<file path="config.mk">
export PLATFORM = sky130hd
export DESIGN_NAME = keypad_matrix_scanner_flat
export DESIGN_NICKNAME = d
export VERILOG_FILES = /design/src/rtl/keypad_matrix_scanner_if.sv /design/src/rtl/keypad_matrix_scanner.sv /design/src/flat_wrapper.sv
export SDC_FILE = /design/constraint.sdc
export NUM_CORES = 1
export LEC_CHECK = 0
export BUFFER_PORTS_ARGS = -buffer_cell sky130_fd_sc_hd__buf_2
export CORE_MARGIN = 4
export CORE_UTILIZATION = 55
export CTS_CLUSTER_SIZE = 40
export DETAILED_ROUTE_END_ITERATION = 10
export HOLD_SLACK_MARGIN = 0.06
export PLACE_DENSITY = 0.88
export SYNTH_ARGS = -nofsm -noshare
export SYNTH_HDL_FRONTEND = slang
export SYNTH_SLANG_ARGS = --single-unit
</file>
<file path="constraint.sdc">
create_clock -name clk -period 2.4 [get_ports clk]
set_input_delay 0.12 -clock clk [delete_from_list [all_inputs] [get_ports clk]]
set_output_delay 0.12 -clock clk [all_outputs]
set_load 0.05 [all_outputs]
</file>
<file path="src/rtl/keypad_matrix_scanner_if.sv">
`default_nettype none
// ============================================================================
//  Module      : keypad_matrix_scanner_if
//  Description : Key-event pop channel. The scanner presents the event at the
//                head of its FIFO, and the consumer acknowledges it with ready.
//  Signals     : valid - head entry present (scanner -> consumer)
//                code  - key code r*COLS+c of the head entry
//                rel   - head is a release event
//                ready - consumer accepts the head (consumer -> scanner)
//  Modports    : master (scanner side), slave (consumer side)
//  Revision    : 1.0 - initial release
// ============================================================================
interface keypad_matrix_scanner_if #(
    parameter int KW = 4
);
    logic          valid;
    logic          ready;
    logic [KW-1:0] code;
    logic          rel;

    modport master (output valid, output code, output rel, input ready);
    modport slave  (input valid, input code, input rel, output ready);
endinterface
`default_nettype wire

</file>
<file path="src/rtl/keypad_matrix_scanner.sv">
`default_nettype none
// ============================================================================
//  Module      : keypad_matrix_scanner
//  Description : ROWSxCOLS matrix-keypad scanner. It drives one row low per slot,
//                samples the active-low columns, and debounces whole frames. It then
//                serialises the key changes into binary key events and queues them
//                in a first-word-fall-through FIFO that the consumer pops with
//                valid/ready.
//  Ports       : clk       - system clock
//                RSTn      - asynchronous active-low reset
//                col       - column sense, active-low
//                row       - row drive, one-cold
//                key_state - debounced key levels, bit r*COLS+c, 1 = pressed
//                evt       - event pop channel (valid/ready/code/rel)
//                fifo_cnt  - entries held in the event FIFO
//                overflow  - sticky, an event was dropped on a full FIFO
//                clr_ovf   - clears overflow
//  Options     : KEY_RELEASE_EVT_EN - when defined, releases are also queued
//                (evt.rel=1). When undefined, only presses are queued.
//  Revision    : 1.0 - initial release
// ============================================================================
module keypad_matrix_scanner #(
    parameter int ROWS       = 4,
    parameter int COLS       = 4,
    parameter int SCAN_DIV   = 50000,
    parameter int DEB_SCANS  = 4,
    parameter int FIFO_DEPTH = 8
) (
    input  wire logic                          clk,
    input  wire logic                          RSTn,
    input  wire logic [COLS-1:0]               col,
    output logic      [ROWS-1:0]               row,
    output logic      [ROWS*COLS-1:0]          key_state,
    keypad_matrix_scanner_if.master            evt,
    output logic      [$clog2(FIFO_DEPTH):0]   fifo_cnt,
    output logic                               overflow,
    input  wire logic                          clr_ovf
);

    localparam int NK = ROWS * COLS;
    localparam int KW = $clog2(NK);
    localparam int CW = $clog2(FIFO_DEPTH) + 1;
    localparam int AW = $clog2(FIFO_DEPTH);
    localparam int DW = $clog2(SCAN_DIV);
    localparam int RW = $clog2(ROWS);
    localparam int SW = $clog2(DEB_SCANS + 1);
`ifdef KEY_RELEASE_EVT_EN
    localparam int EW = KW + 1;
`else
    localparam int EW = KW;
`endif
    localparam logic [SW-1:0] c_deb_max = SW'(DEB_SCANS);

    // ------------------------------------------------------------------
    // Row scan timing
    // ------------------------------------------------------------------
    logic [DW-1:0] r_div;
    logic [RW-1:0] r_row_idx;
    logic          w_slot_end;
    logic          w_last_row;

    assign w_slot_end = (r_div == DW'(SCAN_DIV - 1));
    assign w_last_row = (r_row_idx == RW'(ROWS - 1));

    always_ff @(posedge clk or negedge RSTn) begin
        if (!RSTn) begin
            r_div     <= '0;
            r_row_idx <= '0;
        end else if (w_slot_end) begin
            r_div     <= '0;
            r_row_idx <= w_last_row ? '0 : r_row_idx + 1'b1;
        end else begin
            r_div <= r_div + 1'b1;
        end
    end

    always_comb begin
        row            = '1;
        row[r_row_idx] = 1'b0;
    end

    // ------------------------------------------------------------------
    // Frame capture and debounce
    // ------------------------------------------------------------------
    logic [NK-1:0] r_raw;
    logic [NK-1:0] r_prev_raw;
    logic [SW-1:0] r_stable;
    logic          r_frame_end;
    logic [NK-1:0] w_frame;

    // The frame as it stands after this slot's sample. At the last row, this is
    // the complete frame, which the debounce compares in the same cycle.
    always_comb begin
        w_frame                           = r_raw;
        w_frame[r_row_idx*COLS +: COLS]   = ~col;
    end

    always_ff @(posedge clk or negedge RSTn) begin
        if (!RSTn) begin
            r_raw       <= '0;
            r_prev_raw  <= '0;
            r_stable    <= '0;
            r_frame_end <= 1'b0;
        end else begin
            r_frame_end <= w_slot_end && w_last_row;
            if (w_slot_end) begin
                r_raw <= w_frame;
                if (w_last_row) begin
                    r_prev_raw <= w_frame;
                    if (w_frame == r_prev_raw)
                        r_stable <= (r_stable == c_deb_max) ? c_deb_max : r_stable + 1'b1;
                    else
                        r_stable <= SW'(1);
                end
            end
        end
    end

    // Commit one cycle after the frame end that made the count reach DEB_SCANS
    logic          w_commit;
    logic [NK-1:0] w_changed;

    assign w_commit = r_frame_end && (r_stable == c_deb_max) && (r_raw != key_state);
`ifdef KEY_RELEASE_EVT_EN
    assign w_changed = r_raw ^ key_state;
`else
    assign w_changed = r_raw & ~key_state;
`endif

    always_ff @(posedge clk or negedge RSTn) begin
        if (!RSTn)
            key_state <= '0;
        else if (w_commit)
            key_state <= r_raw;
    end

    // ------------------------------------------------------------------
    // Event serialiser: lowest pending index first, one per cycle
    // ------------------------------------------------------------------
    logic [NK-1:0] r_pend;
    logic          r_push;
    logic [KW-1:0] r_push_code;
    logic [KW-1:0] w_low_idx;
    logic [EW-1:0] w_entry;

    always_comb begin
        w_low_idx = '0;
        for (int i = NK - 1; i >= 0; i--) begin
            if (r_pend[i])
                w_low_idx = KW'(i);
        end
    end

    always_ff @(posedge clk or negedge RSTn) begin
        if (!RSTn) begin
            r_pend      <= '0;
            r_push      <= 1'b0;
            r_push_code <= '0;
        end else begin
            r_push <= 1'b0;
            if (w_commit) begin
                r_pend <= w_changed;
            end else if (|r_pend) begin
                r_pend[w_low_idx] <= 1'b0;
                r_push            <= 1'b1;
                r_push_code       <= w_low_idx;
            end
        end
    end

`ifdef KEY_RELEASE_EVT_EN
    logic r_push_rel;

    // key_state already holds the committed level, so a 0 marks a release
    always_ff @(posedge clk or negedge RSTn) begin
        if (!RSTn)
            r_push_rel <= 1'b0;
        else if (!w_commit && (|r_pend))
            r_push_rel <= ~key_state[w_low_idx];
    end

    assign w_entry = {r_push_rel, r_push_code};
`else
    assign w_entry = r_push_code;
`endif

    // ------------------------------------------------------------------
    // FWFT event FIFO
    // ------------------------------------------------------------------
    logic [EW-1:0] r_mem [FIFO_DEPTH];
    logic [AW-1:0] r_wr_ptr;
    logic [AW-1:0] r_rd_ptr;
    logic [CW-1:0] r_cnt;
    logic          r_ovf;
    logic          w_full;
    logic          w_pop;
    logic          w_wr;
    logic          w_drop;
    logic [EW-1:0] w_head;

    assign w_full = (r_cnt == CW'(FIFO_DEPTH));
    assign w_pop  = (r_cnt != '0) && evt.ready;
    // When the FIFO is full, a simultaneous pop frees the slot that the write lands in
    assign w_wr   = r_push && (!w_full || w_pop);
    assign w_drop = r_push && w_full && !w_pop;

    always_ff @(posedge clk or negedge RSTn) begin
        if (!RSTn) begin
            r_wr_ptr <= '0;
            r_rd_ptr <= '0;
            r_cnt    <= '0;
            r_ovf    <= 1'b0;
        end else begin
            if (w_wr)
                r_wr_ptr <= r_wr_ptr + 1'b1;
            if (w_pop)
                r_rd_ptr <= r_rd_ptr + 1'b1;
            case ({w_wr, w_pop})
                2'b10:   r_cnt <= r_cnt + 1'b1;
                2'b01:   r_cnt <= r_cnt - 1'b1;
                default: r_cnt <= r_cnt;
            endcase
            // A new drop wins over a clear in the same cycle
            if (w_drop)
                r_ovf <= 1'b1;
            else if (clr_ovf)
                r_ovf <= 1'b0;
        end
    end

    always_ff @(posedge clk) begin
        if (w_wr)
            r_mem[r_wr_ptr] <= w_entry;
    end

    assign w_head    = r_mem[r_rd_ptr];
    assign evt.valid = (r_cnt != '0);
    assign evt.code  = evt.valid ? w_head[KW-1:0] : '0;
`ifdef KEY_RELEASE_EVT_EN
    assign evt.rel   = evt.valid & w_head[KW];
`else
    assign evt.rel   = 1'b0;
`endif
    assign fifo_cnt  = r_cnt;
    assign overflow  = r_ovf;

endmodule
`default_nettype wire

</file>
<file path="src/flat_wrapper.sv">
// flat-port wrapper written by rule: the top's interface ports become plain ports
module keypad_matrix_scanner_flat 
#(
    parameter int ROWS       = 4,
    parameter int COLS       = 4,
    parameter int SCAN_DIV   = 50000,
    parameter int DEB_SCANS  = 4,
    parameter int FIFO_DEPTH = 8
)
  (clk, RSTn, col, row, key_state, fifo_cnt, overflow, clr_ovf, evt_valid, evt_code, evt_rel, evt_ready);
  keypad_matrix_scanner_if #(.KW(4)) evt_i ();
  input  wire logic clk;
  input  wire logic RSTn;
  input  wire logic [COLS-1:0] col;
  output logic      [ROWS-1:0] row;
  output logic      [ROWS*COLS-1:0] key_state;
  output logic      [$clog2(FIFO_DEPTH):0] fifo_cnt;
  output logic overflow;
  input  wire logic clr_ovf;
  output wire logic [$bits(evt_i.valid)-1:0] evt_valid;
  output wire logic [$bits(evt_i.code)-1:0] evt_code;
  output wire logic [$bits(evt_i.rel)-1:0] evt_rel;
  input wire logic [$bits(evt_i.ready)-1:0] evt_ready;
  assign evt_valid = evt_i.valid;
  assign evt_code = evt_i.code;
  assign evt_rel = evt_i.rel;
  assign evt_i.ready = evt_ready;
  keypad_matrix_scanner #(.ROWS(ROWS), .COLS(COLS), .SCAN_DIV(SCAN_DIV), .DEB_SCANS(DEB_SCANS), .FIFO_DEPTH(FIFO_DEPTH)) u_core (.clk(clk), .RSTn(RSTn), .col(col), .row(row), .key_state(key_state), .evt(evt_i), .fifo_cnt(fifo_cnt), .overflow(overflow), .clr_ovf(clr_ovf));
endmodule
</file>
* Word-level counts from Yosys, hierarchy flattened
Memories as Yosys holds them, arrays and structs flattened.
Cells that the tools add are included.
** Word-level totals
- Register bits after elaboration :: 102
- RAM bits :: 32
- Output and inout bits :: 31
- Word-level logic and storage cells :: 98
- Memories kept :: 1
** Memories
- u_core.r_mem :: words 8, width 4, read ports 1, clocked after Yosys merged registers in 0, write ports 1, line keypad_matrix_scanner.sv:190 : logic [EW-1:0] r_mem [FIFO_DEPTH];
** Cells by class
- Add/sub/neg operators :: 8
- Order comparisons :: 4
- Equality and inequality tests :: 8
- Shift operators :: 2
- Mux-type cells :: 35
- Bitwise logic cells :: 7
- Reductions and logical operators :: 19
** Operators with widths (count)
- 4-bit 2-to-1 mux :: 17
- 16-bit 2-to-1 mux :: 3
- 4-bit negator with 34-bit output :: 1
- 4-bit by 34-bit variable shift with 16-bit output, first input constant :: 1
- 4-bit by 34-bit indexed part select with 16-bit output :: 1
- 16-bit AND :: 2
- 16-bit inverter :: 2
- 16-bit by 1-bit adder with 16-bit output, second input constant :: 1
- 16-bit bitwise mux :: 1
- 16-bit == test :: 1
- 16-bit == test, second input constant :: 1
- 16-bit inequality test :: 1
- 16-bit OR reduction :: 1
- 3-bit by 1-bit adder with 3-bit output, second input constant :: 3
- 1-bit logical AND :: 9
- 1-bit 2-to-1 mux :: 8
- 4-bit inverter :: 2
- 4-bit one-hot mux with 2 select lines :: 1
- 3-bit 2-to-1 mux :: 2
- 2-bit nonzero test :: 3
- 4-bit by 5-bit < comparator with 1-bit output, second input constant :: 1
- 4-bit by 1-bit adder with 4-bit output, second input constant :: 1
- 1-bit demux with 4-bit select :: 1
- 2-bit == test, second input constant :: 2
- 15 further kinds :: 17

* Logic depth before layout (Yosys ltp)
Gate-level depths: netlist of the first run.
- Depth after elaboration :: 24
- Mapped depth :: 11

* Worst setup path after synthesis of the first run
OpenSTA, ideal clock, no wires.
- Path type :: flip-flop to flip-flop
- From :: reg u_core.r_cnt[1] (netlist: u_core.fifo_cnt[1])
- To :: reg u_core.r_cnt[3] (netlist: u_core.fifo_cnt[3])
- Setup time :: 145 ps
- Arrival time :: 2942 ps
- Data required time :: 2255 ps
- Path slack :: -687 ps
- Stages on the path, launching flop included :: 12
- Path buffers :: 0
- Path through :: dfrtp_1 -> nor4_1 -> inv_1 -> nand2_1 -> inv_1 -> ha_1 -> ha_1 -> a21o_1 -> a21oi_1 -> xnor2_1 -> nor2_1 -> xor2_1
** Between the ends
- Cells in the longest elaborated chain, start to end :: 6
- Elaborated cells between the ends (all ways) :: 12
- Those cells by class :: add/sub (2); eq/ne (3); mux (1); reduce/logical (6)
** RTL lines
- from (decl) :: line keypad_matrix_scanner.sv:193 : logic [CW-1:0] r_cnt;
- from (signal assigned) :: line keypad_matrix_scanner.sv:219 : 2'b10: r_cnt <= r_cnt + 1'b1;
- from (signal assigned) :: line keypad_matrix_scanner.sv:220 : 2'b01: r_cnt <= r_cnt - 1'b1;
- from (signal assigned) :: line keypad_matrix_scanner.sv:221 : default: r_cnt <= r_cnt;
- 4-bit nonzero test (*)
- via evt_valid :: line flat_wrapper.sv:20 : output wire logic [$bits(evt_i.valid)-1:0] evt_valid;
- 1-bit logical AND (*) :: line keypad_matrix_scanner.sv:202 : assign w_pop = (r_cnt != '0) && evt.ready;
- via u_core.w_pop :: line keypad_matrix_scanner.sv:196 : logic w_pop;
- 1-bit logical OR :: line keypad_matrix_scanner.sv:204 : assign w_wr = r_push && (!w_full || w_pop);
- 1-bit logical AND :: line keypad_matrix_scanner.sv:204
- 2-bit by 1-bit == test with 1-bit output / 2-bit == test (equally long branches) :: line keypad_matrix_scanner.sv:218 : case ({w_wr, w_pop})
- 4-bit one-hot mux with 2 select lines / 2-bit nonzero test (equally long branches)
The timed path passes the listed nets; every way through them passes the cells marked *.
A chain may end at the register's enable or synchronous reset.

* Worst setup path after layout of the first run
- From :: reg u_core.r_row_idx[0]
- To :: reg u_core.r_stable[0]
** Between the ends
- Cells in the longest elaborated chain, start to end :: 5
- Elaborated cells between the ends (all ways) :: 8
- Those cells by class :: add/sub (1); eq/ne (2); shift (2); mux (2); reduce/logical (1)
** RTL lines
- from (decl) :: line keypad_matrix_scanner.sv:58 : logic [RW-1:0] r_row_idx;
- from (signal assigned) :: line keypad_matrix_scanner.sv:71 : r_row_idx <= w_last_row ? '0 : r_row_idx + 1'b1;
- 4-bit negator with 34-bit output :: line keypad_matrix_scanner.sv:95 : w_frame[r_row_idx*COLS +: COLS] = ~col;
- 4-bit by 34-bit indexed part select with 16-bit output / 4-bit by 34-bit variable shift with 16-bit output (equally long branches) :: line keypad_matrix_scanner.sv:95
- 16-bit bitwise mux :: line keypad_matrix_scanner.sv:95
- 16-bit == test :: line keypad_matrix_scanner.sv:110 : if (w_frame == r_prev_raw)
- 3-bit 2-to-1 mux :: line keypad_matrix_scanner.sv:110
- to (signal assigned) :: line keypad_matrix_scanner.sv:111 : r_stable <= (r_stable == c_deb_max) ? c_deb_max : r_stable + 1'b1;
- to (decl) :: line keypad_matrix_scanner.sv:87 : logic [SW-1:0] r_stable;
Several ways; a longest one is shown, not always the timed one.

==> results of run 1 <==
## registers in the layout, indices dropped and copies added, names as in the netlist
register / cells
u_core.r_row_idx: 2
u_core.r_div: 16
u_core.r_raw: 16
u_core.r_wr_ptr: 3
u_core.r_pend: 16
u_core.fifo_cnt: 4
u_core.r_rd_ptr: 3
u_core.r_mem: 32
u_core.r_stable: 3
u_core.r_frame_end: 1
u_core.overflow: 1
u_core.r_push: 1
u_core.key_state: 16
u_core.r_push_code: 4
u_core.r_prev_raw: 16
## cells in the final DEF, fill, tap and decap left out, drive strengths merged, types with 8 or more instances in the layout
cell    synthesis  layout
dfrtp         102     102
nand2          72      72
buf             6      67
o21ai          50      50
inv            46      50
nor2           34      34
edfxtp         32      32
ha             30      30
xor2           23      23
clkbuf         13      20
a21oi          15      15
mux2           15      15
nor4           14      14
xnor2          13      13
o22ai          10      10
nand4           9       9
nor3            8       8
mux4            8       8
## per-layer routing
metal | part of all wire, % | wire length (um) | track usage (%)
met4 | 3.1 | 498 | 8.82
met2 | 52 | 8400 | 41.6
met1 | 38 | 6190 | 29.4
met3 | 6.7 | 1080 | 6.79
met5 | 0 | 0 | 0
## power breakdown
part | internal [W] | total (W) | switching (W)
logic | 0.0000247 | 0.0000823 | 0.0000576
registers | 0.00233 | 0.00233 | 0.00000331
clock network | 0.00156 | 0.00258 | 0.00103
## through the flow
| step | util [%] | setup slack (ns) |
|---|---|---|
| global placement | 61.0 | -0.0342 |
| CTS | 67.4 | 0.00988 |
| finish | 68.6 | -0.0479 |
| floorplan | - | 0.00293 |
| detailed placement | 61.0 | -0.142 |
| global route | 68.6 | -0.0612 |
## worst paths after layout
| path | cells past startpoint | endpoint | slack [ns] | from |
|---|---|---|---|---|
| min in group asynchronous | 2 | u_core.r_pend[5]$_DFFE_PN0P_ | 0.35 | RSTn |
| hold / removal | 3 | u_core.r_prev_raw[10]$_DFFE_PN0P_ | 0.22 | col[2] |
| hold reg to reg | 1 | u_core.r_div[0]$_DFF_PN0_ | 0.48 | u_core.r_div[0]$_DFF_PN0_ |
| setup / recovery | 8 | u_core.r_stable[0]$_DFFE_PN0P_ | -0.05 | u_core.r_row_idx[0]$_DFFE_PN0N_ |
| max in group asynchronous | 3 | u_core.r_prev_raw[10]$_DFFE_PN0P_ | 1.27 | RSTn |
| setup reg to reg | 8 | u_core.r_stable[0]$_DFFE_PN0P_ | -0.05 | u_core.r_row_idx[0]$_DFFE_PN0N_ |
## cell families after synthesis
kind of cell,after synthesis,synth area share [%]
xor+xnor,36,4.89
buf+inv,65,4.03
mux,30,7.02
other cells,1,0.0581
fa+ha+maj,31,6.13
compound gates,107,10.0
flops,134,54.5
simple gates,174,13.4
## worst max-delay path, delay by kind of cell (launching register included)
family | cells | cell delay (ns)
AO/OA/AOI/OAI | 2 | 0.56
XOR/XNOR | 1 | 0.12
adder cells (fa/ha/maj) | 1 | 0.24
buffers and inverters | 1 | 0.12
flip-flops | 1 | 0.40
AND/OR/NAND/NOR | 3 | 0.89
## cell type report
| cell class | instances | area share, % |
|---|---|---|
| Multi-Input combinational cell | 379 | 37.2 |
| Inverter | 46 | 2.23 |
| Clock inverter | 12 | 1.48 |
| Timing Repair Buffer | 71 | 5.76 |
| Sequential cell | 134 | 45.0 |
| Clock buffer | 20 | 6.07 |
| Tap cell | 143 | 2.27 |
## what timing repair did
item / CTS / global route
setup endpoints to repair: 3 / 9
hold endpoints to repair: 65 / 0
setup buffers: 1 / 4
pin swaps: 4 / 12
gates resized for setup: 14 / 23
hold buffers: 4 / 0
==> impl_metrics.toml, run 1 <==
[worst_setup_path]
crit_required_ns = 2.70
cpPeakStageDelay_ns = 0.40
crit_chain = "inv_2, ha_4, nand4bb_4, o22ai_4, xor2_2, nor4_2, nand4_1, o31a_1"
crit_type = "flip-flop to flip-flop"
cp-start-kind = "flip-flop"
worstSetupEndpointType = "flip-flop"
critPathArrivalTime_ns = 2.74
cp_max_fo = 5
cp_slowest_cell = "dfrtp_1"

[detailed_routing]
vias = 4890
routed_wirelength_mm = 16.2
first_pass_iters = 5
drt_iter0_drc = 325
post_drt_via_cell_ratio = 6.07
drc = 0
wire_per_inst_um = 20.1
antenna_left = 0

[flow_run]
cap_violations = 0

[run_status]
outcome = "finished, violations left"
violations = "negative setup slack"

[timing]
drv_slew = 0
period_minus_slack_ns = 2.45
finalHoldWorstSlack_ns = 0.221
hold_violations = 0
setup_ws_ns = -0.0479
skew_ns = 0.00713
worst_pin_slew_ns = 0.817
max_slew_margin_pct = 45.5
fin_setup_tns_ns = -0.0479
fin_crit_sh_pct = 102
fmax_ghz = 0.409
setup_viol = 1

[place]
place_area_um2 = 6990
dp_hpwl_mm = 10.3
port_buffers = 37
placed_cells = 764
gp_congestion = 0.931

[clock_network]
cts_max_level = 4
root_buffer = "clkbuf_16"
clockBufferDepth = 2
clkSlewWorstSetupHoldPaths_ns = 0.06
clk_latency_ns = 0.42
cts_num_sinks = 134
cts_tree = "yes"
cts_inserted_buffers = 17

[pwr]
power.total_w = 0.00500
power_density_nw_per_um2 = 635
vdd_drop_max_mv = 0.607
p_leak_nw = 3.56

[floorplan]
die_h_um = 116
die_x_um = 116
ios = 39
die-area_um2 = 13500
core_um2 = 11500
initial_core_util_pct = 56.3
rows = 39

[layout]
fillCellCount = 727
diodes = 0
multi_input_area_um2 = 2930
final_net_count = 688
seq_area_um2 = 3540
drive_above_1_share_pct = 27.5
fin_area_um2 = 7870
layout-area-overhead-vs-synth_pct = 22.0
finalNonFillerCells = 805

[yosys]
synth_top_area_cell = "dfrtp_1"
synthArstFlopShare_pct = 76.1
syn_avg_cell_area_um2 = 11.2
synthesis.area_um2 = 6450
syn_inst = 578
synth_ff_type = "dfrtp_1"
yosysMostFrequentCell = "dfrtp_1"
syn-num-nets = 617
ys_warn_count = 0
synth_edf_count = 32
synth_area_leaders = "dfrtp_1 (40%), edfxtp_1 (15%), ha_1 (5.8%)"
yosysTopAreaCellShare_pct = 39.6
ys_top_cells_by_count = "dfrtp_1 (102), nand2_1 (71), o21ai_0 (50)"
synth.distinct_cells = 55
seq_area_frac_synth_pct = 54.5
synth_seq_cells = 134

[global_route]
grtUsageTotal_pct = 24.3
grt_pass1_wl_mm = 25.1
first_global_vias = 4939
grt_max_degree = 66
overflow = 0
antenna_found_initial = 0

[worst_hold_path]
min_path_type = "input pin to flip-flop"
(Power assumes the default switching activity.)
==> inputs of run 2 (changes only) <==
--- a/config.mk
+++ b/config.mk
@@ -5,13 +5,13 @@
 export SDC_FILE = /design/constraint.sdc
 export NUM_CORES = 1
 export LEC_CHECK = 0
-export BUFFER_PORTS_ARGS = -buffer_cell sky130_fd_sc_hd__buf_2
 export CORE_MARGIN = 4
-export CORE_UTILIZATION = 55
+export CORE_UTILIZATION = 57
 export CTS_CLUSTER_SIZE = 40
 export DETAILED_ROUTE_END_ITERATION = 10
+export DONT_BUFFER_PORTS = 1
 export HOLD_SLACK_MARGIN = 0.06
-export PLACE_DENSITY = 0.88
+export PLACE_DENSITY = 0.87
 export SYNTH_ARGS = -nofsm -noshare
 export SYNTH_HDL_FRONTEND = slang
 export SYNTH_SLANG_ARGS = --single-unit
==> run 2 against run 1 <==
The flow finishes with violations (negative hold slack, negative setup slack). Core utilization up 3.5 points. Register-to-register slack worse by 0.16 ns. First-iteration DRC count up 14%. Sequential power about the same. Sequential cell count unchanged. Clock power up 5%. Worst setup slack worse by 0.16 ns. Largest power group unchanged. Highest routed layer unchanged.
==> impl_metrics.toml, run 2 (synthesis gave the netlist of run 1 again) <==
[worst_hold_path]
min_path_type = "input pin to async pin"

[detailed_routing]
drt_iter0_drc = 369
routed_wirelength_mm = 15.4
post_drt_via_cell_ratio = 6.01
antenna_left = 0
vias = 4736
wire_per_inst_um = 19.5
drc = 0
first_pass_iters = 6

[place]
placed_cells = 745
gp_congestion = 1.01
dp_hpwl_mm = 9.89
port_buffers = 0

[global_route]
grtUsageTotal_pct = 24.4
first_global_vias = 4817
grt_pass1_wl_mm = 24.6
antenna_found_initial = 0
overflow = 0
grt_max_degree = 103

[timing]
hold_violations = 102
fmax_ghz = 0.383
fin_crit_sh_pct = 109
worst_pin_slew_ns = 0.848
period_minus_slack_ns = 2.61
fin_setup_tns_ns = -0.361
drv_slew = 0
setup_ws_ns = -0.210
max_slew_margin_pct = 43.0
skew_ns = 0.00599
setup_viol = 4
rsz0062_at_grt = "yes"
finalHoldWorstSlack_ns = -0.604

[layout]
layout_common_cells = "dfrtp_1 (82), nand2_1 (70), o21ai_0 (50), buf_4 (46), inv_1 (42)"
layout-area-overhead-vs-synth_pct = 22.2
final_net_count = 674
fillCellCount = 692
drive_above_1_share_pct = 24.1
largest_register_ffs = 32
final_common_cell = "dfrtp_1"
finalNonFillerCells = 788
diodes = 0
regMostFlops = "u_core.r_mem"

[floorplan]
die-area_um2 = 13100
ios = 39
core_um2 = 10900
initial_core_util_pct = 59.0
die_x_um = 114
die_h_um = 114
rows = 38

[clock_network]
clk_latency_ns = 0.42
cts_tree = "yes"
root_buffer = "clkbuf_16"
cts_num_sinks = 134
clockBufferDepth = 2
clkSlewWorstSetupHoldPaths_ns = 0.06
cts_inserted_buffers = 17
cts_max_level = 4

[worst_setup_path]
cpPeakStageDelay_ns = 0.40
crit_required_ns = 2.70
cp-start-kind = "flip-flop"
cp_max_fo = 5
reg2reg_depth = 9
crit_chain = "inv_1, ha_1, nand4b_1, buf_4, o2bb2ai_2, xor2_1, nor4_1, nand4_1, o31a_1"
crit_type = "flip-flop to flip-flop"
critPathArrivalTime_ns = 2.91
worstSetupEndpointType = "flip-flop"
cp_slowest_cell = "nor4_1"

[pwr]
vdd_drop_max_mv = 0.674
power.total_w = 0.00508
power_density_nw_per_um2 = 644
p_leak_nw = 3.51

[flow_run]
cap_violations = 0

[run_status]
outcome = "finished, violations left"
violations = "negative hold slack, negative setup slack"
run 2: cell count changes in the layout (fill, tap and decap cells not counted), moves of 2 or more:
| cell | previous run | this run |
|---|---|---|
| clkinv_2 | 2 | 4 |
| buf_4 | 31 | 46 |
| o22ai_2 | 5 | 3 |
| clkbuf_8 | 2 | 6 |
| buf_2 | 36 | 0 |
| dlygate4sd3_1 | 4 | 10 |
| o22ai_1 | 2 | 5 |
| inv_6 | 4 | 0 |
| clkinv_4 | 3 | 0 |
run 2: layout make-up:
cell class                 instances  area, um2  share of cell area, %
timing repair buffer              57        457                   5.79
clock buffer                      25        537                   6.81
clock inverter                     7       87.6                   1.11
sequential                       134       3540                   44.9
multi-input combinational        379       2920                   37.0
inverter                          46        175                   2.22
tap                              140        175                   2.22
run 2: report_power, final:
part	total (W)	switching [W]	leakage, nW	internal [W]
clock	0.00270	0.000953	0.310	0.00175
combinational	0.0000439	0.0000214	1.62	0.0000225
sequential	0.00233	0.00000316	1.58	0.00233
total	0.00508	0.000978	3.51	0.00410
run 2: per-layer routing:
metal | global-route usage (%) | wire [um]
met1 | 30.4 | 6100
met2 | 40.1 | 7830
met3 | 7.40 | 1030
met4 | 9.58 | 422
met5 | 0 | 0
run 2: final timing paths:
check	startpoint	to	slack (ns)
max in group asynchronous	RSTn	u_core.key_state[2]$_DFFE_PN0P_	2.87
setup / recovery	u_core.r_row_idx[1]$_DFFE_PN0N_	u_core.r_stable[0]$_DFFE_PN0P_	-0.21
hold reg to reg	u_core.r_div[0]$_DFF_PN0_	u_core.r_div[0]$_DFF_PN0_	0.49
min in group clk	col[0]	u_core.r_prev_raw[0]$_DFFE_PN0P_	0.09
setup reg to reg	u_core.r_row_idx[1]$_DFFE_PN0N_	u_core.r_stable[0]$_DFFE_PN0P_	-0.21
hold / removal	RSTn	u_core.r_pend[7]$_DFFE_PN0P_	-0.60
run 2: what timing repair did:
item                                    4_1_cts  5_1_grt
hold buffers                                  7        3
gates cloned                                  0        0
endpoints found under the setup margin        2        9
resized for setup                            12       21
hold endpoints to repair                    131      106
pin swaps                                     2        4
buffers inserted                              1        0
run 2: metrics by stage:
step	util [%]	worst slack, ns	cell area (um2)
floorplan	-	0.00293	6520
global placement	63.6	0.0563	6960
detailed placement	63.6	-0.0636	6960
CTS	70.8	0.000224	7740
global route	72.1	-0.298	7890
finish	72.1	-0.210	7890
run 2: worst max-delay path, delay by kind of cell (launching register included):
family	cells	cell delay (ns)
xor+xnor	1	0.11
flops	1	0.39
fa+ha+maj	1	0.30
simple gates	3	0.80
compound gates	2	0.51
buf+inv	2	0.38
